==> src/rtl/led_pkg.sv <==
// Shared definitions for the LED fader: per-channel fade states and default resolution.
package led_pkg;

  localparam int PWM_BITS_DEF = 8;

  typedef enum logic [1:0] {
    ST_OFF     = 2'd0,
    ST_RISING  = 2'd1,
    ST_ON      = 2'd2,
    ST_FALLING = 2'd3
  } fade_state_e;

endpackage

==> src/rtl/led_fader_if.sv <==
// Request/drive bundle between the LED fader and its user: on/off requests in, PWM pins and busy out.
interface led_fader_if #(
  parameter int NUM_LEDS = 4
);

  logic [NUM_LEDS-1:0] REQ;
  logic [NUM_LEDS-1:0] LED;
  logic                BUSY;

  modport master (output REQ, input LED, input BUSY);
  modport slave  (input REQ, output LED, output BUSY);

endinterface

==> src/rtl/led_fader_tick_divider.sv <==
// Free-running divider: tick_o is high for one cycle out of every DIV, first time DIV cycles after reset.
module tick_divider #(
  parameter int DIV = 2
) (
  input  logic clk,
  input  logic rst_n,
  output logic tick_o
);

  localparam int            CW   = (DIV > 1) ? $clog2(DIV) : 1;
  localparam logic [CW-1:0] LAST = CW'(DIV - 1);

  logic [CW-1:0] cnt_q;
  logic [CW-1:0] cnt_d;

  // count register
  always_ff @(posedge clk or negedge rst_n) begin
    if (!rst_n) begin
      cnt_q <= {CW{1'b0}};
    end else begin
      cnt_q <= cnt_d;
    end
  end

  // wrap at DIV-1
  always_comb begin
    cnt_d = cnt_q;
    if (cnt_q == LAST) begin
      cnt_d = {CW{1'b0}};
    end else begin
      cnt_d = cnt_q + {{(CW-1){1'b0}}, 1'b1};
    end
  end

  assign tick_o = (cnt_q == LAST);

endmodule

==> src/rtl/led_fader.sv <==
// Multi-channel LED fader: each channel ramps its PWM brightness up/down following its request.
// Define LED_FADER_GAMMA_EN for a squared (perceptual) brightness curve; default is linear.
module led_fader
  import led_pkg::*;
#(
  parameter int FREQ     = 12000000,
  parameter int NUM_LEDS = 4,
  parameter int PWM_BITS = PWM_BITS_DEF,
  parameter int PWM_DIV  = (FREQ + 128000) / 256000,
  parameter int STEP_DIV = FREQ / 512
) (
  input  logic        CLK,
  input  logic        RST_N,
  led_fader_if.slave  bus
);

  localparam logic [PWM_BITS-1:0] MAX  = {PWM_BITS{1'b1}};
  localparam logic [PWM_BITS-1:0] ZERO = {PWM_BITS{1'b0}};
  localparam logic [PWM_BITS-1:0] ONE  = {{(PWM_BITS-1){1'b0}}, 1'b1};

  logic                pwm_tick_s;
  logic                step_tick_s;
  logic [NUM_LEDS-1:0] req_q;
  logic [NUM_LEDS-1:0] led_q;
  logic [NUM_LEDS-1:0] led_d;
  logic [NUM_LEDS-1:0] active_s;
  logic                busy_q;
  logic                busy_d;
  logic [PWM_BITS-1:0] pwm_cnt_q;
  logic [PWM_BITS-1:0] pwm_cnt_d;

  tick_divider #(.DIV(PWM_DIV)) u_pwm_div (
    .clk    (CLK),
    .rst_n  (RST_N),
    .tick_o (pwm_tick_s)
  );

  tick_divider #(.DIV(STEP_DIV)) u_step_div (
    .clk    (CLK),
    .rst_n  (RST_N),
    .tick_o (step_tick_s)
  );

  // request capture, PWM counter and output pins
  always_ff @(posedge CLK or negedge RST_N) begin
    if (!RST_N) begin
      req_q     <= {NUM_LEDS{1'b0}};
      pwm_cnt_q <= ZERO;
      led_q     <= {NUM_LEDS{1'b0}};
      busy_q    <= 1'b0;
    end else begin
      req_q     <= bus.REQ;
      pwm_cnt_q <= pwm_cnt_d;
      led_q     <= led_d;
      busy_q    <= busy_d;
    end
  end

  // PWM counter advances on pwm_tick and wraps naturally at MAX
  always_comb begin
    pwm_cnt_d = pwm_cnt_q;
    if (pwm_tick_s) begin
      pwm_cnt_d = pwm_cnt_q + ONE;
    end else begin
      pwm_cnt_d = pwm_cnt_q;
    end
  end

  assign busy_d   = |active_s;
  assign bus.LED  = led_q;
  assign bus.BUSY = busy_q;

  for (genvar i = 0; i < NUM_LEDS; i++) begin : g_ch
    fade_state_e         state_q;
    fade_state_e         state_d;
    logic [PWM_BITS-1:0] level_q;
    logic [PWM_BITS-1:0] level_d;
    logic [PWM_BITS-1:0] duty_s;
    logic                active_ch_s;
    logic                led_ch_s;

    // channel state and brightness
    always_ff @(posedge CLK or negedge RST_N) begin
      if (!RST_N) begin
        state_q <= ST_OFF;
        level_q <= ZERO;
      end else begin
        state_q <= state_d;
        level_q <= level_d;
      end
    end

    // direction reverses immediately on a request change
    always_comb begin
      state_d = state_q;
      case (state_q)
        ST_OFF: begin
          if (req_q[i]) state_d = ST_RISING;
          else          state_d = ST_OFF;
        end
        ST_RISING: begin
          if (!req_q[i])           state_d = ST_FALLING;
          else if (level_q == MAX) state_d = ST_ON;
          else                     state_d = ST_RISING;
        end
        ST_ON: begin
          if (!req_q[i]) state_d = ST_FALLING;
          else           state_d = ST_ON;
        end
        ST_FALLING: begin
          if (req_q[i])             state_d = ST_RISING;
          else if (level_q == ZERO) state_d = ST_OFF;
          else                      state_d = ST_FALLING;
        end
        default: state_d = ST_OFF;
      endcase
    end

    // the step follows the post-change direction, saturating at both ends
    always_comb begin
      level_d = level_q;
      if (step_tick_s && (state_d == ST_RISING) && (level_q != MAX)) begin
        level_d = level_q + ONE;
      end else if (step_tick_s && (state_d == ST_FALLING) && (level_q != ZERO)) begin
        level_d = level_q - ONE;
      end else begin
        level_d = level_q;
      end
      active_ch_s = (state_q == ST_RISING) || (state_q == ST_FALLING);
    end

`ifdef LED_FADER_GAMMA_EN
    logic [2*PWM_BITS-1:0] sq_s;
    assign sq_s = {{PWM_BITS{1'b0}}, level_q} * {{PWM_BITS{1'b0}}, level_q};

    // squared curve, full scale pinned to MAX
    always_comb begin
      duty_s = ZERO;
      if (level_q == MAX) begin
        duty_s = MAX;
      end else begin
        duty_s = sq_s[2*PWM_BITS-1:PWM_BITS];
      end
    end
`else
    assign duty_s = level_q;
`endif

    assign led_ch_s    = (duty_s == MAX) || (pwm_cnt_q < duty_s);
    assign led_d[i]    = led_ch_s;
    assign active_s[i] = active_ch_s;
  end

endmodule

==> src/flat_wrapper.sv <==
// flat-port wrapper written by rule: the top's interface ports become plain ports
module led_fader_flat import led_pkg::*;
#(
  parameter int FREQ     = 12000000,
  parameter int NUM_LEDS = 4,
  parameter int PWM_BITS = PWM_BITS_DEF,
  parameter int PWM_DIV  = (FREQ + 128000) / 256000,
  parameter int STEP_DIV = FREQ / 512
)
  (CLK, RST_N, bus_REQ, bus_LED, bus_BUSY);
  led_fader_if #(.NUM_LEDS(NUM_LEDS)) bus_i ();
  input  logic CLK;
  input  logic RST_N;
  input wire logic [$bits(bus_i.REQ)-1:0] bus_REQ;
  output wire logic [$bits(bus_i.LED)-1:0] bus_LED;
  output wire logic [$bits(bus_i.BUSY)-1:0] bus_BUSY;
  assign bus_i.REQ = bus_REQ;
  assign bus_LED = bus_i.LED;
  assign bus_BUSY = bus_i.BUSY;
  led_fader #(.FREQ(FREQ), .NUM_LEDS(NUM_LEDS), .PWM_BITS(PWM_BITS), .PWM_DIV(PWM_DIV), .STEP_DIV(STEP_DIV)) u_core (.CLK(CLK), .RST_N(RST_N), .bus(bus_i));
endmodule
==> config.mk <==
export PLATFORM = sky130hd
export DESIGN_NAME = led_fader_flat
export DESIGN_NICKNAME = d
export VERILOG_FILES = /design/src/rtl/led_pkg.sv /design/src/rtl/led_fader_if.sv /design/src/rtl/led_fader_tick_divider.sv /design/src/rtl/led_fader.sv /design/src/flat_wrapper.sv
export SDC_FILE = /design/constraint.sdc
export NUM_CORES = 1
export LEC_CHECK = 0
export CAP_MARGIN = 20
export CORE_UTILIZATION = 60
export CTS_BUF_LIST = sky130_fd_sc_hd__clkbuf_4 sky130_fd_sc_hd__clkbuf_8
export DETAILED_ROUTE_END_ITERATION = 12
export GPL_ROUTABILITY_DRIVEN = 0
export PLACE_DENSITY = 0.78
export SYNTH_ARGS = -nofsm -noshare
export SYNTH_HDL_FRONTEND = slang
export SYNTH_SLANG_ARGS = --single-unit
==> constraint.sdc <==
create_clock -name CLK -period 7.6 [get_ports CLK]
set_input_delay 2.28 -clock CLK [delete_from_list [all_inputs] [get_ports CLK]]
set_output_delay 2.28 -clock CLK [all_outputs]
set_load 0.005 [all_outputs]
-- Yosys cells after proc, flatten, opt, wreduce, memory -nomap -nowiden
Cells that the tools add are included.
- word-level logic and storage cells: 138
- register bits: 78
- input bits: 6
- reductions and logical operators: 41
- add/subtract/negate cells: 11
- $lt $le $gt $ge: 4
- equality and inequality tests: 30
- mux-type cells: 38
- operator list (kind ; number):
    two-way mux 8 bit ; 8
    adder 8 x 1 -> 8 bit (second input constant) ; 5
    == test 8 bit (second input constant) ; 4
    zero test 8 bit ; 4
    < comparator 8 bit ; 4
    two-way mux 2 bit ; 16
    != test 8 bit (second input constant) ; 4
    one-hot mux 2 bit (4 select lines) ; 4
    nonzero test 8 bit ; 4
    subtractor 8 x 1 -> 8 bit (second input constant) ; 4
    == test 2 bit (second input constant) ; 12
    == test 2 x 1 -> 1 bit (second input constant) ; 8
    logical AND 1 bit ; 16
    adder 15 x 1 -> 15 bit (second input constant) ; 1
    == test 15 bit (second input constant) ; 1
    two-way mux 15 bit ; 1
    zero test 2 bit ; 4
    logical OR 1 bit ; 8
    two-way mux 1 bit ; 8
    nonzero test 2 bit ; 4
    adder 6 x 1 -> 6 bit (second input constant) ; 1
    == test 6 bit (second input constant) ; 1
    two-way mux 6 bit ; 1
    OR reduction 4 bit ; 1

-- Depth between registers and ports, before layout
Gate-level depths: netlist of the first run.
- depth after elaboration: 9
- gate-level depth with buffers: 14
- gate-level depth less buffers: 13

-- By module
A second synthesis of the first run with hierarchy kept.
- cell total of the unflattened synthesis: 533
- area total of the unflattened synthesis: 5255.0 um^2
- by module, submodules not included (module ; cells an instance ; area an instance (um^2) ; times used):
    led_fader ; 428 ; 4186.5 ; 1
    tick_divider at u_core.u_step_div ; 77 ; 789.5 ; 1
    tick_divider at u_core.u_pwm_div ; 28 ; 279.0 ; 1

-- Worst setup path after synthesis of the first run
No wires, ideal clock.
- path kind: flip-flop to flip-flop
- from: register u_core.u_step_div.cnt_q[0]
- to: register u_core.g_ch[2].level_q[7]
- stages on the path, launching flop included: 15
- setup time: 80 ps
- path buffers: 1
- path slack: 4717 ps
- data arrival time: 2803 ps
- path through: dfrtp_1 inv_1 ha_1 and4b_1 nand4_2 buf_6 nor3_1 inv_1 ha_1 a21oi_1 o211ai_1 o41ai_1 nor2_1 a211oi_2 xnor2_1
- longest elaborated chain between the ends: 4
- elaborated cells between the ends (all ways): 7
- those cells by class: eq/ne (1); mux (1); reduce/logical (5)
- ends and longest elaborated chain (item ; RTL line ; text):
    from (decl) ; led_fader_tick_divider.sv:13 ; logic [CW-1:0] cnt_q;
    from (signal assigned) ; led_fader_tick_divider.sv:19 ; cnt_q <= {CW{1'b0}};
    from (signal assigned) ; led_fader_tick_divider.sv:21 ; cnt_q <= cnt_d;
    == test 15 bit (*) ; led_fader_tick_divider.sv:35 ; assign tick_o = (cnt_q == LAST);
    logical AND 1 bit, on equally long branches (2 in series) ; led_fader.sv:122, led_fader.sv:124 ;
    two-way mux 8 bit or nonzero test 2 bit (tied branches) ; -- ;
    to (signal assigned) ; led_fader.sv:89 ; level_q <= level_d;
    to (decl) ; led_fader.sv:76 ; logic [PWM_BITS-1:0] level_q;
Mark *: on every way between the ends. The rest lies on a longest branch, timed or not.
A chain may end at the register's enable or synchronous reset.

-- Final worst setup path of the first run
- from: register u_core.led_q[3], in the netlist u_core.bus.LED[3]
- to: output port bus_LED[3]
- RTL lines (item ; RTL line ; text):
    from (decl) ; led_fader.sv:24 ; logic [NUM_LEDS-1:0] led_q;
    from (signal assigned) ; led_fader.sv:49 ; led_q <= {NUM_LEDS{1'b0}};
    from (signal assigned) ; led_fader.sv:54 ; led_q <= led_d;
    to (decl) ; flat_wrapper.sv:15 ; output wire logic [$bits(bus_i.LED)-1:0] bus_LED;
No word-level cell between the ends.

==> results.cfg, run 1 <==
[run_status]
status = finished, final reports clean

[timing]
timing.fmax_ghz = 0.2892
drv_slew = 0
min_period_ns = 3.458
rsz0062_at_grt = no
skew_ns = 0.01043
fin_setup_tns_ns = 0
relSlewSlack_pct = 54.71
fin_crit_sh_pct = 45.50
finalHoldViolCount = 0
setup-violations-final = 0
worst_pin_slew_ns = 0.6768

[die]
core_mm2 = 0.008341
die_area_mm2 = 0.009111
fp-row-count = 33
die_h_um = 95.45
initial_core_util_pct = 62.83
die_w_um = 95.45
pin_count = 11

[critical_path]
path_max_fanout = 1
crit_type = flip-flop to output port
crit_family = buffers and inverters
slowest_delay_ns = 0.49
crit_cells = 1
cp-end-kind = output port
crit_arrival_ns = 1.18
required_ns = 5.32
worst_path_max_delay_cell = clkdlybuf4s50_1
worstPathCellList = clkdlybuf4s50_1
path_buf_inv = 1
rr_worst_depth = 13
start_kind = flip-flop

[synthesis]
synth_ff_type = dfrtp_1
syn_area_per_cell_um2 = 9.324
post-synth-top-count-cell = dfrtp_1
yosysSeqAreaShare_pct = 37.25
netlist.area_leader.share_pct = 37.25
synth_nets = 630
synth_area_mm2 = 0.005240
synth_common_cells = dfrtp_1 (78), nor2_1 (64), ha_1 (58), inv_1 (52), nand2_1 (41)
syn_inst = 562
synthArstFlopShare_pct = 100.0
synth_warnings = 0
ys_ff_latch = 78
synth_area_leaders = dfrtp_1 (37%), ha_1 (14%), xnor2_1 (4.7%), nor2_1 (4.6%), inv_1 (3.7%)
yosys.area.top_type = dfrtp_1
synth_cell_type_count = 57
synth_edf_count = 0

[place]
dpl.hpwl_um = 7356
numPortBuffers = 10

[global_routing]
grt_remaining_overflow = 0
grt_pass1_vias = 3931
antenna_found_initial = 0
grt_max_degree = 79
grt_busiest_layer = met2
met3_usage_pct = 4.705
track_usage_pct = 24.99
grtUsageMet1_pct = 30.94
use_met2_pct = 43.15
grt_pass1_wl_um = 17680

[clocking]
ctsHoldBuffers = 0
cts_sinks = 78
clk_pin_slew_ns = 0.09
cts.repair.resized = 0
post_cts_buffers = 0
cts_root_buf = clkbuf_8
clk_latency_ns = 0.35
htreeDepth = 3
ctsLongestPathBuffers = 2
cts_tree = yes
numCtsBuffers = 9

[worst_hold_path]
hold_class = flip-flop to flip-flop
hold_depth = 1

[finish]
synthToLayoutAreaGrowth_pct = 8.071
n_antenna_cell = 0
drive_gt1_share_pct = 5.670
nNetsFinal = 645

[flow_run]
cap_violations = 0

[pwr]
power_density_mw_per_mm2 = 158.9
vdd_drop_max_mv = 0.1128
total_power_w = 0.0008996
p_leak_nw = 2.593

[route]
drt_iter0_markers = 159
post_drt_via_cell_ratio = 5.942
ant_nets = 0
dr.pass1.iters = 4
dr_total_vias = 4082
drt-total-wl_um = 10390
drc_errors = 0
wl_per_cell_um = 15.13
-- logic make-up after synthesis --
logic type                 synth area share (%)
DFF                                       37.25
xor gates and xnor gates                  7.689
and+or+nand+nor                           19.08
buffers and inverters                     4.609
adders and majority gates                 15.38
AOI/OAI and AO/OA                         14.59
muxes                                     1.409
-- registers in the layout, indices dropped and copies added (netlist names) --
register,flops
u_core.u_pwm_div.cnt_q,6
u_core.g_ch.duty_s,32
u_core.pwm_cnt_q,8
u_core.req_q,4
u_core.bus.BUSY,1
u_core.u_step_div.cnt_q,15
u_core.bus.LED,4
u_core.g_ch.state_q,8
-- through the flow --
step           hold slack, ns  setup WS (ns)  instances  utilization, %  area (um^2)
2_1_floorplan          0.4605          4.717        562               -         5240
3_3_place_gp           0.5046          4.392        669           65.02         5423
3_5_place_dp           0.4935          4.192        669           65.02         5423
4_1_cts                0.5086          4.122        685           67.52         5632
5_1_grt                0.5118          3.821        687           67.90         5663
6_report               0.5155          4.142        687           67.90         5663
-- layer usage --
layer	part of all wire, %	vias to the layer above	routed length (um)
li1	-	2015	-
met1	46	1979	4781
met2	49	73	5144
met3	3.0	15	314
met4	1.5	0	153
met5	0	-	0
-- cell type report --
class,instances,area (um^2)
clock buffers,11,151.4
clock inverters,5,57.56
fillers,641,2678
inverters,52,195.2
multi-input cells,424,3047
flip-flops and latches,78,1952
well taps,105,131.4
repair buffers,12,128.9
-- cell usage in the layout (no fill, tap or decap), types with 4 or more instances in the layout --
cell type	n
a211oi_1	7
a21o_1	15
a21oi_1	20
clkbuf_8	11
clkdlybuf4s50_1	9
dfrtp_1	78
fa_1	4
ha_1	58
inv_1	52
mux2i_1	4
nand2_1	41
nand2b_1	6
nand3_1	20
nand4_1	18
nor2_1	64
nor3_1	14
o211ai_1	8
o21a_1	7
o21ai_0	7
o21ai_1	18
o31ai_1	7
or4_1	7
xnor2_1	28
xor2_1	18
-- report_power, final --
| group | internal [W] | switching (W) | leakage, nW |
|---|---|---|---|
| logic | 0.0000478 | 0.0000542 | 1.46 |
| clock network | 0.000169 | 0.000162 | 0.0976 |
| registers | 0.000435 | 0.0000317 | 1.03 |
| total | 0.000652 | 0.000248 | 2.59 |
-- worst paths after layout --
kind	start	slack, ns	to
worst max-delay path	u_core.bus.LED[3]	4.14	bus_LED[3]
worst min-delay path	u_core.u_step_div.cnt_q[13]	0.52	u_core.u_step_div.cnt_q[13]
worst max register to register	u_core.u_step_div.cnt_q[0]	4.14	u_core.g_ch[2].duty_s[7]
worst min register to register	u_core.u_step_div.cnt_q[13]	0.52	u_core.u_step_div.cnt_q[13]
max in group asynchronous	RST_N	5.15	u_core.pwm_cnt_q[5]
min in group asynchronous	RST_N	1.86	u_core.g_ch[3].state_q[0]
No activity file was read; power rests on OpenSTA's default activity.
==> inputs of run 2 (changes only) <==
--- a/config.mk
+++ b/config.mk
@@ -6,11 +6,11 @@
 export NUM_CORES = 1
 export LEC_CHECK = 0
 export CAP_MARGIN = 20
-export CORE_UTILIZATION = 60
+export CORE_UTILIZATION = 59
 export CTS_BUF_LIST = sky130_fd_sc_hd__clkbuf_4 sky130_fd_sc_hd__clkbuf_8
 export DETAILED_ROUTE_END_ITERATION = 12
 export GPL_ROUTABILITY_DRIVEN = 0
-export PLACE_DENSITY = 0.78
+export PLACE_DENSITY = 0.8
 export SYNTH_ARGS = -nofsm -noshare
 export SYNTH_HDL_FRONTEND = slang
 export SYNTH_SLANG_ARGS = --single-unit
==> constraint.sdc (replaced) <==
create_clock -name CLK -period 3.1 [get_ports CLK]
set_input_delay 0.93 -clock CLK [delete_from_list [all_inputs] [get_ports CLK]]
set_output_delay 0.93 -clock CLK [all_outputs]
set_load 0.005 [all_outputs]
==> run 2 against run 1 <==
Effect of this change: first-iteration DRC count decreased by 22%; cell area is 3.6% higher; clock skew is 0.0057 ns higher; final cell count grew 2.3%; critical path depth rose by 13; critical path type is now flip-flop to flip-flop; largest power group unchanged.
==> results.cfg, run 2 (same netlist as run 1, synthesis figures left out) <==
[run_status]
status = finished, final reports clean

[critical_path]
regToRegSetupSlack_ns = 0.13
crit_arrival_ns = 3.25
slowest_delay_ns = 0.41
worst_path_max_delay_cell = dfrtp_1
crit_type = flip-flop to flip-flop
reg2reg_from = u_core.u_step_div.cnt_q[1]
start_kind = flip-flop
path_buf_inv = 3
worstPathCellList = inv_1 -> ha_1 -> and4b_1 -> nand4_2 -> buf_4 -> nor3_4 -> inv_4 -> ha_1 -> a21oi_2 -> o211ai_1 -> o41ai_2 -> nor2_1 -> a211oi_2 -> xnor2_1
rr_worst_depth = 14
cpMostUsedCell = ha_1
path_max_fanout = 8
required_ns = 3.38
cp-end-kind = flip-flop
r2r-end = u_core.g_ch[2].duty_s[7]
crit_family = compound AO/OA/AOI/OAI gates

[global_routing]
track_usage_pct = 24.25
grt_max_degree = 52
grt_remaining_overflow = 0
grt_pass1_vias = 3840
antenna_found_initial = 0
grt_pass1_wl_um = 17130

[route]
met3_length_um = 312
dr.pass1.iters = 4
met2_length_um = 5179
drc_errors = 0
top_layer = met4
met1_length_um = 4876
wl_per_cell_um = 15.02
post_drt_via_cell_ratio = 5.788
drt-total-wl_um = 10560
ant_nets = 0
dr_total_vias = 4069
drt_iter0_markers = 124

[finish]
synthToLayoutAreaGrowth_pct = 11.96
largest_reg_flops = 32
n_antenna_cell = 0
design_area_mm2 = 0.005867
mostFrequentLayoutCell = dfrtp_1
nNetsFinal = 658
layout_common_cells = dfrtp_1 (78), nor2_1 (64), ha_1 (57)
drive_gt1_share_pct = 10.59
fin_util_pct = 67.60
nFillCells = 644

[place]
placed_area_mm2 = 0.005529
dpl.hpwl_um = 7770
dp_slack_ns = -0.03125
numPortBuffers = 10

[die]
initial_core_util_pct = 60.38
die_h_um = 96.24
die_w_um = 96.24
die_area_mm2 = 0.009262
core_mm2 = 0.008678
pin_count = 11
fp-row-count = 34

[timing]
rsz0062_at_grt = yes
worst_pin_slew_ns = 0.6572
drv_slew = 0
fin_crit_sh_pct = 95.87
finalHoldViolCount = 0
fin_setup_tns_ns = 0
min_period_ns = 2.972
timing.fmax_ghz = 0.3365
relSlewSlack_pct = 56.19
whs_ns = 0.5110
timing.final.ws_setup_ns = 0.1279
skew_ns = 0.01616
setup-violations-final = 0

[clocking]
clk_pin_slew_ns = 0.09
cts_sinks = 78
htreeDepth = 3
ctsLongestPathBuffers = 2
ctsHoldBuffers = 0
numCtsBuffers = 9
clk_latency_ns = 0.37
cts_root_buf = clkbuf_8
cts_tree = yes

[pwr]
p_leak_nw = 2.684
power_density_mw_per_mm2 = 383.6
pwr-share-clk_pct = 37.9
p_switching_w = 0.0006119
p_sw_share_pct = 27.19
seq_power_share_pct = 50.9
vdd_drop_max_mv = 0.2586
p_int_w = 0.001639
comb_power_share_pct = 11.2

[worst_hold_path]
hold_class = flip-flop to flip-flop
hold_path_end = u_core.u_step_div.cnt_q[13]
hold_depth = 1
min_from = u_core.u_step_div.cnt_q[13]

[flow_run]
cap_violations = 0
-- run 2: cell types whose count changed in the layout (fill, tap and decap cells not counted), sizes merged --
cell,before,now
buf,3,16
inv,52,53
clkbuf,11,9
clkinv,1,4
bufinv,1,2
clkinvlp,3,0
-- run 2: worst max-delay path by stage --
stage,cells past startpoint,from,end,slack [ns]
2_1_floorplan,14,u_core.u_step_div.cnt_q[0],u_core.g_ch[2].duty_s[7],0.22
3_3_place_gp,15,u_core.u_step_div.cnt_q[0],u_core.g_ch[1].duty_s[7],0.12
3_5_place_dp,14,u_core.u_step_div.cnt_q[0],u_core.g_ch[2].duty_s[7],-0.03
4_1_cts,14,u_core.u_step_div.cnt_q[1],u_core.g_ch[0].duty_s[7],0.01
5_1_grt,16,u_core.u_step_div.cnt_q[1],u_core.g_ch[1].duty_s[7],-0.04
6_report,14,u_core.u_step_div.cnt_q[1],u_core.g_ch[2].duty_s[7],0.13
-- run 2: layer usage --
| metal | vias up | GRT usage, % |
|---|---|---|
| met4 | 0 | 9.826 |
| met5 | - | 0 |
| li1 | 2051 | - |
| met1 | 1947 | 30.07 |
| met3 | 16 | 5.213 |
| met2 | 55 | 40.90 |
-- run 2: power groups by stage --
stage	logic [W]	registers (W)	clock network, W
3_5_place_dp	0.000247	0.00116	0
3_3_place_gp	0.000236	0.00116	0
5_1_grt	0.000281	0.00115	0.000909
6_report	0.000252	0.00114	0.000854
2_1_floorplan	0.000209	0.00113	0
4_1_cts	0.000248	0.00114	0.000867
-- run 2: repair_timing --
item	CTS	global route
resized for setup	5	18
setup endpoints to repair	4	9
endpoints found under the hold margin	0	0
pin swaps	0	6
buffers inserted	0	3
-- run 2: layout make-up --
class	count	area [um^2]	share of cell area, %
multi-input combinational	424	3139	53.51
sequential	78	1952	33.27
timing repair buffer	25	222.7	3.796
inverter	52	197.7	3.370
tap	108	135.1	2.303
clock buffer	9	123.9	2.111
clock inverter	7	96.34	1.642
-- run 2: worst reg2reg max path, cell delays in order (launching register included) --
cell and delay (ns):
dfrtp_1 0.41, inv_1 0.09, ha_1 0.13, and4b_1 0.24, nand4_2 0.11, buf_4 0.19, nor3_4 0.19, inv_4 0.10
ha_1 0.30, a21oi_2 0.16, o211ai_1 0.16, o41ai_2 0.39, nor2_1 0.10, a211oi_2 0.18, xnor2_1 0.14
-- run 2: stage by stage --
stage	power, W	std cells
2_1_floorplan	0.001335	562
3_3_place_gp	0.001396	684
3_5_place_dp	0.001411	684
4_1_cts	0.002259	700
5_1_grt	0.002345	703
6_report	0.002250	703
==> RTL change (flow settings as in run 1) <==
The option `LED_FADER_GAMMA_EN` is turned on by a define.
--- a/src/rtl/led_fader.sv
+++ b/src/rtl/led_fader.sv
@@ -1,5 +1,7 @@
 // Multi-channel LED fader: each channel ramps its PWM brightness up/down following its request.
 // Define LED_FADER_GAMMA_EN for a squared (perceptual) brightness curve; default is linear.
+`define LED_FADER_GAMMA_EN
+
 module led_fader
   import led_pkg::*;
 #(
Behaviour: same outputs for any inputs over 10 cycles, from zero or initial values and one cycle with RST_N low; that may be too few to reach the edited logic, so the function may still have changed.
==> RTL change against run 1 <==
Sequential power fell by 2%; sequential cell count did not move; cell count rose by 110%; power barely moved; combinational power fell by 22%; worst setup slack got worse by 2.3 ns; cell area rose by 100%; area after synthesis rose by 110%; wire length rose by 100%.
==> RTL change: results (changes against run 1) <==
[setup_path]
timing.rr.end = u_core.bus.LED[2]$_DFF_PN0_
critPathMaxFanout = 14  ; +13
reg2reg_slack_ns = 1.85  ; -2.29 ns
cpLargestDelayFamily = adder cells
criticalPathCategory = reg -> reg
reg2reg_depth = 21  ; +8
reg2reg_from = u_core.g_ch[2].level_q[1]$_DFFE_PN0P_
crit_slowest_cell = dfrtp_1
cpPeakStageDelay_ns = 0.65  ; +0.16 ns
worstPathArrival_ns = 5.99  ; +4.81 ns

[synth]
ys_seq_area_share_pct = 17.6  ; -20 points
yosysWarningCount = 0  ; unchanged
synthTopCellsByArea = ha_1 (19%), dfrtp_1 (18%), fa_1 (17%), inv_1 (5.2%), xnor2_1 (4.3%)
ys_types = 70  ; +23%
synthTopCellsByCount = ha_1 (172), inv_1 (152), nor2_1 (99), fa_1 (92), nand2_1 (89)
syn_nets = 1500  ; +140%
synth_ff_type = dfrtp_1

[outcome]
outcome = finished clean

[clock_tree]
clkLatencyLatePin_ns = 0.37  ; +0.02 ns
root_buffer = clkbuf_8
cts_buffer_depth = 2  ; unchanged
htreeDepth = 3  ; unchanged

[place]
dp_hpwl_mm = 16.5  ; +120%
place_area_um2 = 11300  ; +110%

[grt]
track_usage_pct = 23.8  ; -1.2 points
grt_pass1_wl_mm = 35.9  ; +100%
grt_pass1_vias = 7895  ; +100%
grt_start_max_net_pins = 70  ; -11%

[finish]
nFillCells = 1545  ; +140%
drive_gt1_share_pct = 4.19  ; -1.5 points

[hold_path]
hold_path_depth = 1  ; unchanged
min_to = u_core.u_step_div.cnt_q[5]$_DFF_PN0_
hold_class = reg -> reg
min_from = u_core.u_step_div.cnt_q[5]$_DFF_PN0_

[detailed_routing]
first_pass_iters = 5  ; +1
initialDrtViolationCount = 383  ; +140%
via_per_inst = 5.64  ; -5.0%
wire_per_inst_um = 14.4  ; -4.5%
ant_nets = 0  ; unchanged

[timing]
skew_ns = 0.0131  ; +0.00265 ns
worst_slew_pin_slew_ns = 0.911  ; +0.234 ns

[power_and_ir_drop]
vdd_drop_max_mv = 0.129  ; +15%
p_leak_nw = 6.01  ; +130%

RTL change: cell count changes after synthesis, sizes merged, moves of 25 or more:
cell    delta
ha       +114
inv      +100
fa        +88
and2      +51
nand2     +48
nor2      +35
a21oi     +31
xor2      +29
xnor2     +26
clkbuf    +25
RTL change: through the flow:
step	setup slack (ns)	util (%)	hold WS, ns	instances
final	1.85	63.8	0.509	1447
after global placement	2.10	62.6	0.489	1431
after floorplan	2.33	-	0.460	1230
after detailed placement	1.82	62.6	0.490	1432
after CTS	1.81	63.8	0.506	1447
after global routing	1.36	63.8	0.519	1447
RTL change: final cells by class:
| cell class | count | area [um^2] | share of cell area, % |
|---|---|---|---|
| clock buffer | 12 | 153 | 1.33 |
| clock inverter | 3 | 68.8 | 0.598 |
| inverter | 152 | 571 | 4.96 |
| multi-input combinational | 960 | 8360 | 72.6 |
| sequential | 78 | 1950 | 17.0 |
| tap | 229 | 287 | 2.49 |
| timing repair buffer | 13 | 118 | 1.02 |
RTL change: kinds of logic after synthesis:
| group | after synthesis | synth area share, % |
|---|---|---|
| AOI/OAI and AO/OA | 190 | 11.9 |
| xor gates and xnor gates | 101 | 8.13 |
| adders and majority gates | 264 | 36.1 |
| buffers and inverters | 192 | 6.78 |
| DFF | 78 | 17.6 |
| muxes | 22 | 2.14 |
| other | 1 | 0.0339 |
| and+or+nand+nor | 382 | 17.3 |
RTL change: layer usage:
layer / GRT usage (%) / up-vias / share of wire, %
met5: 0 / - / 0
met4: 6.64 / 0 / 1.4
met3: 3.53 / 23 / 3.1
met2: 39.9 / 99 / 48
met1: 31.9 / 3930 / 48
li1: - / 4113 / -
RTL change: where the power goes:
part	switching (mW)	leakage [nW]	internal, mW	total (mW)
clock	0.161	0.113	0.200	0.361
sequential	0.0259	1.03	0.433	0.458
combinational	0.0431	4.86	0.0367	0.0798
